===== src/rtl/framebuffer_writer.sv =====
`default_nettype none
// ============================================================================
// Module   : framebuffer_writer
// Purpose  : Clips the raster pixel stream to the framebuffer, packs colour to
//            RGB565, computes word addresses, buffers writes in a FIFO and
//            drains them over a req/ack memory port with flush detection.
// Revision : 1.0 - initial release
// ============================================================================
module framebuffer_writer #(
  parameter int FB_WIDTH     = 320,
  parameter int FB_HEIGHT    = 240,
  parameter int FB_BASE      = 0,
  parameter int ADDR_BITS    = 18,
  parameter int FIFO_DEPTH   = 16,
  parameter int DRAIN_CYCLES = 8
) (
  input  logic                          i_clk,
  input  logic                          i_reset_n,
  input  logic                          i_write_pixel,
  input  logic signed [15:0]            i_x,
  input  logic signed [15:0]            i_y,
  input  logic [7:0]                    i_color_r,
  input  logic [7:0]                    i_color_g,
  input  logic [7:0]                    i_color_b,
  input  logic                          i_raster_done,
  input  logic                          i_clear_status,
  output logic                          o_mem_req,
  output logic [ADDR_BITS-1:0]          o_mem_addr,
  output logic [15:0]                   o_mem_data,
  input  logic                          i_mem_ack,
  output logic [$clog2(FIFO_DEPTH):0]   o_level,
  output logic                          o_overflow,
  output logic [15:0]                   o_clip_count,
  output logic                          o_idle,
  output logic                          o_flush_done
);

  localparam int c_ptr_w = $clog2(FIFO_DEPTH);
  localparam int c_ent_w = ADDR_BITS + 16;
  localparam int c_cnt_w = $clog2(DRAIN_CYCLES + 1);
  localparam logic [16:0] c_fb_w = 17'(FB_WIDTH);
  localparam logic [16:0] c_fb_h = 17'(FB_HEIGHT);
  localparam logic [c_ptr_w:0] c_depth = (c_ptr_w + 1)'(FIFO_DEPTH);
  localparam logic [c_cnt_w-1:0] c_drain_last = c_cnt_w'(DRAIN_CYCLES - 1);

  typedef enum logic [0:0] {ST_IDLE, ST_REQ} state_t;

  state_t               state_q, state_d;
  logic                 s1_valid_q;
  logic [15:0]          s1_x_q, s1_y_q, s1_data_q;
  logic [c_ptr_w:0]     wr_ptr_q, rd_ptr_q, wr_ptr_d, rd_ptr_d;
  logic [c_ent_w-1:0]   fifo_mem [FIFO_DEPTH];
  logic [ADDR_BITS-1:0] mem_addr_q;
  logic [15:0]          mem_data_q;
  logic [15:0]          clip_q;
  logic                 overflow_q, idle_q, idle_d, flush_q, flush_d;
  logic                 armed_q, armed_d;
  logic [c_cnt_w-1:0]   drain_q, drain_d;

  logic                 w_in_bounds, w_accept, w_clip;
  logic [ADDR_BITS-1:0] w_s2_addr;
  logic [c_ptr_w:0]     w_level;
  logic                 w_empty, w_full, w_push, w_pop, w_drop;
  logic [c_ent_w-1:0]   w_head;

  // Coordinates are signed; the sign bit rejects negatives before the
  // zero-extended upper-bound compare.
  assign w_in_bounds = ~i_x[15] & ~i_y[15] &
                       ({1'b0, i_x} < c_fb_w) & ({1'b0, i_y} < c_fb_h);
  assign w_accept    = i_write_pixel & w_in_bounds;
  assign w_clip      = i_write_pixel & ~w_in_bounds;

  // Stage 2 is the address computation feeding the FIFO push directly.
  assign w_s2_addr = ADDR_BITS'(FB_BASE) + ADDR_BITS'(s1_y_q) * ADDR_BITS'(FB_WIDTH)
                   + ADDR_BITS'(s1_x_q);

  assign w_level = wr_ptr_q - rd_ptr_q;
  assign w_empty = (w_level == '0);
  assign w_full  = (w_level == c_depth);
  assign w_head  = fifo_mem[rd_ptr_q[c_ptr_w-1:0]];
  // A full FIFO still accepts when the head leaves on the same edge.
  assign w_push  = s1_valid_q & (~w_full | w_pop);
  assign w_drop  = s1_valid_q & w_full & ~w_pop;
  assign wr_ptr_d = wr_ptr_q + {{c_ptr_w{1'b0}}, w_push};
  assign rd_ptr_d = rd_ptr_q + {{c_ptr_w{1'b0}}, w_pop};

  // Memory-port FSM: next state and FIFO pop decision.
  always_comb begin
    state_d = state_q;
    w_pop   = 1'b0;
    case (state_q)
      ST_IDLE: begin
        if (!w_empty) begin
          w_pop   = 1'b1;
          state_d = ST_REQ;
        end
      end
      ST_REQ: begin
        if (i_mem_ack) begin
          if (!w_empty) w_pop = 1'b1;
          else          state_d = ST_IDLE;
        end
      end
      default: state_d = ST_IDLE;
    endcase
  end

  // Idle looks ahead at post-edge state so the register reflects it directly.
  assign idle_d = ~w_accept & (wr_ptr_d == rd_ptr_d) & (state_d == ST_IDLE);

  // Flush detection: count quiet idle cycles while armed.
  always_comb begin
    armed_d = armed_q | i_raster_done;
    drain_d = '0;
    flush_d = 1'b0;
    if (armed_q && idle_q && !i_write_pixel) begin
      if (drain_q == c_drain_last) begin
        flush_d = 1'b1;
        armed_d = i_raster_done;
      end else begin
        drain_d = drain_q + 1'b1;
      end
    end
  end

  // FIFO storage needs no reset; pointers define which entries are valid.
  always_ff @(posedge i_clk) begin
    if (w_push) fifo_mem[wr_ptr_q[c_ptr_w-1:0]] <= {w_s2_addr, s1_data_q};
  end

  // Pipeline, FIFO pointers, output register and FSM state.
  always_ff @(posedge i_clk or negedge i_reset_n) begin
    if (!i_reset_n) begin
      state_q    <= ST_IDLE;
      s1_valid_q <= 1'b0;
      s1_x_q     <= '0;
      s1_y_q     <= '0;
      s1_data_q  <= '0;
      wr_ptr_q   <= '0;
      rd_ptr_q   <= '0;
      mem_addr_q <= '0;
      mem_data_q <= '0;
      idle_q     <= 1'b1;
    end else begin
      state_q    <= state_d;
      s1_valid_q <= w_accept;
      if (w_accept) begin
        s1_x_q    <= i_x;
        s1_y_q    <= i_y;
        s1_data_q <= {i_color_r[7:3], i_color_g[7:2], i_color_b[7:3]};
      end
      wr_ptr_q <= wr_ptr_d;
      rd_ptr_q <= rd_ptr_d;
      if (w_pop) {mem_addr_q, mem_data_q} <= w_head;
      idle_q <= idle_d;
    end
  end

  // Status and flush registers; a clear beats a same-edge clip or overflow.
  always_ff @(posedge i_clk or negedge i_reset_n) begin
    if (!i_reset_n) begin
      clip_q     <= '0;
      overflow_q <= 1'b0;
      armed_q    <= 1'b0;
      drain_q    <= '0;
      flush_q    <= 1'b0;
    end else begin
      if (i_clear_status)                   clip_q <= '0;
      else if (w_clip && clip_q != 16'hFFFF) clip_q <= clip_q + 16'd1;
      if (i_clear_status)  overflow_q <= 1'b0;
      else if (w_drop)     overflow_q <= 1'b1;
      armed_q <= armed_d;
      drain_q <= drain_d;
      flush_q <= flush_d;
    end
  end

  assign o_mem_req    = (state_q == ST_REQ);
  assign o_mem_addr   = mem_addr_q;
  assign o_mem_data   = mem_data_q;
  assign o_level      = w_level;
  assign o_overflow   = overflow_q;
  assign o_clip_count = clip_q;
  assign o_idle       = idle_q;
  assign o_flush_done = flush_q;

endmodule
`default_nettype wire


===== config.mk =====
export PLATFORM = sky130hd
export DESIGN_NAME = framebuffer_writer
export DESIGN_NICKNAME = d
export VERILOG_FILES = /design/src/rtl/framebuffer_writer.sv
export SDC_FILE = /design/constraint.sdc
export NUM_CORES = 1
export LEC_CHECK = 0
export BUFFER_PORTS_ARGS = -buffer_cell sky130_fd_sc_hd__clkbuf_2
export CAP_MARGIN = 20
export CORE_MARGIN = 4
export CORE_UTILIZATION = 60
export CTS_CLUSTER_SIZE = 10
export DETAILED_ROUTE_END_ITERATION = 10
export PLACE_DENSITY = 0.78
export SKIP_LAST_GASP = 1
export SYNTH_ARGS = -nofsm -noshare
export SYNTH_HDL_FRONTEND = slang
export SYNTH_SLANG_ARGS = --single-unit

===== constraint.sdc =====
create_clock -name i_clk -period 9.4 [get_ports i_clk]
set_input_delay 1.88 -clock i_clk [delete_from_list [all_inputs] [get_ports i_clk]]
set_output_delay 1.88 -clock i_clk [all_outputs]
set_load 0.03 [all_outputs]

# ---- Word level (Yosys, flattened, before mapping)
# Memories as Yosys holds them, arrays and structs flattened. A register that Yosys moved wholly into a read port is not among the register bits.
# Index checks and enable logic that the tools add are counted.
dict set report word_totals {
  ramBits 544
  reg_bits 84
  in_bits 62
  memories 1
}
# memory depth width rd rd_clocked_by_memory_dff wr line_no
set memory_table {}
lappend memory_table {fifo_mem 16 34 1 1 1 52} ;# logic [c_ent_w-1:0] fifo_mem [FIFO_DEPTH];
dict set report op_classes {
  n_reduce_logical 8
  n_bitwise 20
  mux 17
  magnitude_cmp 2
  mul 1
  eq_ne 4
  addsub 6
}
# operator count
set ops {}
lappend ops {{16-bit two-way mux} 2}
lappend ops {{18-bit by 16-bit adder with 18-bit output} 1}
lappend ops {{16-bit by 1-bit adder with 16-bit output, second input constant} 1}
lappend ops {{16-bit by 8-bit less-than comparator with 1-bit output, second input constant} 1}
lappend ops {{16-bit by 9-bit less-than comparator with 1-bit output, second input constant} 1}
lappend ops {{16-bit by 3-bit multiplier with 12-bit output, second input constant} 1}
lappend ops {{16-bit != test, second input constant} 1}
lappend ops {{1-bit two-way mux} 11}
lappend ops {{5-bit by 1-bit adder with 5-bit output} 2}
lappend ops {{1-bit AND} 10}
lappend ops {{4-bit two-way mux} 2}
lappend ops {{1-bit inverter} 8}
lappend ops {{5-bit == test} 1}
lappend ops {{5-bit == test, second input constant} 1}
lappend ops {{5-bit logical NOT} 1}
lappend ops {{5-bit subtractor} 1}
lappend ops {{4-bit by 1-bit adder with 4-bit output, second input constant} 1}
lappend ops {{4-bit by 3-bit == test with 1-bit output, second input constant} 1}
lappend ops {{1-bit one-hot mux with 2 select lines} 2}
lappend ops {{2-bit nonzero test} 2}
lappend ops {{1-bit logical AND} 3}
lappend ops {{1-bit logical NOT} 2}
lappend ops {{1-bit bitwise OR} 2}

# ---- Longest topological paths before layout
dict set report logic_depth {
  word_depth 11
  ltp_mapped 19
}

# ---- Worst setup path after synthesis
# Ideal clock, no wire load.
dict set report synth_timing {
  path_type {reg-to-reg}
  startpoint {register rd_ptr_q[2]}
  endpoint {memory fifo_mem[0][0] in the netlist's numbering, enable pin}
  path_slack_ns 2.879
  t_arrival_ns 5.999
  period_less_slack_ns 6.521
  stages_incl_launch_ff 8
  setup_time_ns 0.522
  path_cell_list {dfrtp_1 > inv_2 > buf_1 > ha_1 > xnor2_1 > or3_1 > o41ai_4 > nor4b_1}
}
dict set report synth_between {
  elab_chain_len 9
}
# element line_no
set synth_rtl {}
lappend synth_rtl {{start, declared} 51} ;# logic [c_ptr_w:0] wr_ptr_q, rd_ptr_q, wr_ptr_d, rd_ptr_d;
lappend synth_rtl {{start signal, assigned} 153} ;# rd_ptr_q <= rd_ptr_d;
lappend synth_rtl {{5-bit subtractor *} 77} ;# assign w_level = wr_ptr_q - rd_ptr_q;
lappend synth_rtl {{net o_level[2]} 31} ;# output logic [$clog2(FIFO_DEPTH):0] o_level,
lappend synth_rtl {{5-bit logical NOT} 78} ;# assign w_empty = (w_level == '0);
lappend synth_rtl {{1-bit two-way mux} {93, 100}}
lappend synth_rtl {{1-bit two-way mux} 99} ;# if (i_mem_ack) begin
lappend synth_rtl {{1-bit one-hot mux with 2 select lines} 91} ;# case (state_q)
lappend synth_rtl {{1-bit bitwise OR *} 82} ;# assign w_push = s1_valid_q & (~w_full | w_pop);
lappend synth_rtl {{1-bit AND *} 82}
lappend synth_rtl {{1-bit two-way mux *} 128} ;# if (w_push) fifo_mem[wr_ptr_q[c_ptr_w-1:0]] <= {w_s2_addr, s1_data_q};
lappend synth_rtl {{1-bit two-way mux (not written as such) *} 128}
lappend synth_rtl {{end, declared} 52}
# The timed path passes the listed nets; every way through them passes the cells marked *.

# ---- Worst setup path after layout
dict set report layout_timing {
  startpoint {register rd_ptr_q[1]}
  endpoint {output port o_level[3]}
}
dict set report layout_between {
  elab_chain_len 1
}
# element line_no
set layout_rtl {}
lappend layout_rtl {{5-bit subtractor} 77}
lappend layout_rtl {{end, declared} 31}
# Every way passes these cells.

==> impl_metrics.csv <==
group,metric,value,unit
run_status,status,"finished clean",
die,row_count,76,
global_routing,antenna_found_initial,0,
power,p_per_area,234,nW/um^2
layout,final_area,29700,um^2
synthesis,syn_avg_cell_area,21.0,um^2
critical_path,cpPeakStageDelay,1.07,ns
critical_path,r2r_setup_slack,4.67,ns
synthesis,synthDistinctLibCells,51,
drt,vias_per_cell,6.31,
global_routing,overflow,0,
power,seqPwrFrac,47.5,%
synthesis,netlist_top_cells_area,"edfxtp_1 62%, mux4_2 15%, dfrtp_1 11%",
die,die_y,217,um
power,p_leak,11.6,nW
power,vdd_ir_drop_max,0.254,mV
flow_run,cap_violations,0,
synthesis,synthArstFlopShare,17.3,%
synthesis,yosys_most_used_dff,"edfxtp_1",
clock_tree,cts_tree,"done",
placement,dpl_cell_area,27500,um^2
sta,hold_violations,0,
power,swShare,25.9,%
synthesis,syn_area,26200,um^2
die,die_w,217,um
power,comb_power_share,14.5,%
critical_path,worst_setup_path_start_kind,"register",
sta,fin_crit_sh,52.5,%
die,io_pins,121,
synthesis,synth-edff-count,544,
synthesis,synth_fp_nets,1347,
critical_path,reg2reg_depth,16,
worst_hold_path,whs_path_depth,1,
global_routing,grt_max_degree,109,
critical_path,critPathLaunch,"rd_ptr_q[1]$_DFF_PN0_",
sta,fin_skew,0.0221,ns
critical_path,crit_arrival,3.06,ns
critical_path,crit_chain,"inv_1 > ha_1 > nor2b_1 > o21a_1 > or3_1 > and2_4 > clkbuf_2",
layout,num-fill-cells,2536,
sta,worst_pin_slew,1.13,ns
clock_tree,numCtsBuffers,76,
critical_path,cp_data_required_time,7.52,ns
synthesis,synthTopCellsByCount,"544 x edfxtp_1, 170 x mux4_2, 113 x dfrtp_1, 37 x ha_1, 37 x xnor2_1",
placement,hpwlAfterDp,26.6,mm
critical_path,worstSetupEndpointType,"output pin",
power,p_int,5.16,mW
synthesis,synth-seq-cells,658,
clock_tree,cts_setup_buffers,0,
global_routing,grt_pass1_vias,13700,
worst_hold_path,hp-class,"register to register",
die,coreArea,43100,um^2
critical_path,slowest_stage,"dfrtp_4",
clock_tree,worstSkewPairLatency,0.58,ns
sta,finalSetupTns,0,ns
drt,wl,57.5,mm
clock_tree,post_cts_resized,0,
drt,drtAntennaViolNets,0,
critical_path,path_class,"register to output pin",
placement,place_congestion,0.800,
layout,final_core_util,69.0,%
drt,drtIter0Drc,1692,
die,die-area,47000,um^2
drt,first_pass_iters,5,
layout,drive_above_1_share,31.3,%
sta,setup_viol,0,
drt,route.detailed.drc,0,
synthesis,yosysWarnings,0,
critical_path,worst-path-max-fanout,65,
critical_path,cp_top_family,"flip-flops",
sta,slew_headroom,24.5,%
sta,clock.fmax,0.202,GHz
clock_tree,cts-root-buf,"clkbuf_16",
critical_path,r2r-start,"rd_ptr_q[1]$_DFF_PN0_",
drt,via_count,13000,
sta,slew_violations,0,
power,switchingPower,1.80,mW
layout,antenna_cells,0,
worst_hold_path,min_to,"drain_q[0]$_DFF_PN0_",
layout,area_growth,13.6,%
die,initial_core_util,60.7,%
synthesis,yosysMostFrequentCell,"edfxtp_1",
clock_tree,cts_buffer_depth,3,
synthesis,yosysTopAreaCell,"edfxtp_1",
synthesis,netlist_instances,1245,
synthesis,synth_top_area_share,62.5,%
clock_tree,clk_pin_slew,0.05,ns
critical_path,rr_endpoint,"o_idle$_DFF_PN1_",
power,clock_power_share,38.1,%
critical_path,cp_num_buf_inv,2,
worst_hold_path,hp-start,"drain_q[0]$_DFF_PN0_",
drt,avgRoutedWirePerCell,27.9,um
sta,rsz0062_at_grt,"false",
global_routing,grt_usage,25.1,%
clock_tree,cts_hold_buf,0,
sta,min_period,4.94,ns
layout,nNetsFinal,1516,
synthesis,ys_seq_area_share,73.4,%
clock_tree,cts_htree_levels,3,
placement,portBuffers,112,
global_routing,grt_pass1_wl,87.0,mm
clock_tree,clock_sinks,658,
-- power by group through the flow --
stage	combinational, mW	sequential, mW	clock [mW]
2_1_floorplan	0.824	3.33	0
3_3_place_gp	1.02	3.37	0
3_5_place_dp	1.02	3.37	0
4_1_cts	1.03	3.31	2.69
5_1_grt	1.08	3.32	2.83
6_report	1.01	3.30	2.65
-- sequential cells by signal, indices dropped and copies added (netlist names), 4 cells and up --
register      cells
s1_data_q        16
o_clip_count     16
wr_ptr_q          5
s1_x_q           16
s1_y_q           12
fifo_mem        544
o_mem_data       16
o_mem_addr       18
drain_q           4
rd_ptr_q          5
-- placed cells by master (no fill, tap or decap), types with 3 or more instances in the layout --
cell	n
nor3_1	9
xor2_1	8
a21o_1	4
nor2_1	35
dfrtp_1	110
edfxtp_1	544
ha_1	37
xnor2_1	37
mux2_1	31
a211oi_1	3
o21ai_1	5
nor2b_1	17
mux4_2	170
clkbuf_1	55
nor3_2	7
nor4_1	13
nand2_1	13
a21oi_1	8
nand4_1	4
clkbuf_2	111
nand2b_1	4
inv_1	25
nor4_2	8
inv_6	4
buf_4	32
clkbuf_16	77
nand3_1	19
and3_1	3
fa_1	3
inv_2	3
mux2_2	34
o21ai_0	5
o21a_1	4
-- worst max-delay path by stage --
stage                                           to  slack [ns]  cells after the start
after floorplan           fifo_mem[0][0]$_DFFE_PP_        2.88                      7
after global placement            o_idle$_DFF_PN1_        4.68                     16
after detailed placement          o_idle$_DFF_PN1_        4.68                     16
after CTS                               o_level[3]        4.39                      7
after global routing                    o_level[4]        4.28                      8
final                                   o_level[3]        4.46                      7
-- final cells by class --
| type | instances | area [um^2] | area share [%] |
|---|---|---|---|
| Timing Repair Buffer | 144 | 816 | 2.75 |
| Inverter | 28 | 105 | 0.354 |
| Clock inverter | 6 | 67.6 | 0.227 |
| Tap cell | 585 | 732 | 2.46 |
| Sequential cell | 658 | 19200 | 64.6 |
| Clock buffer | 133 | 2150 | 7.23 |
| Multi-Input combinational cell | 506 | 6640 | 22.4 |
-- cell families after synthesis --
logic type | count (synthesis) | share of synthesized area [%]
DFF | 658 | 73.4
muxes | 236 | 17.5
and+or+nand+nor | 143 | 2.86
buffers and inverters | 81 | 1.61
xor gates and xnor gates | 45 | 1.51
AOI/OAI and AO/OA | 42 | 1.17
adders and majority gates | 40 | 2.00
-- per-stage QoR --
stage               std cells  power (mW)  setup slack (ns)  hold WS, ns
finish                   2060        6.96              4.46        0.483
CTS                      2056        7.02              4.39        0.483
detailed placement       1917        4.39              4.68        0.476
global placement         1916        4.39              4.68        0.451
global route             2060        7.22              4.28        0.496
floorplan                1245        4.16              2.88        0.440
-- layer usage --
metal  wire [um]  GRT usage, %  up-vias
met2       29200          40.9      690
met3        5430          4.89      105
met1       21500          35.9     6770
met4        1300          6.81        0
li1            -             -     5431
met5           0             0        -
No activity file was read; power rests on OpenSTA's default activity.
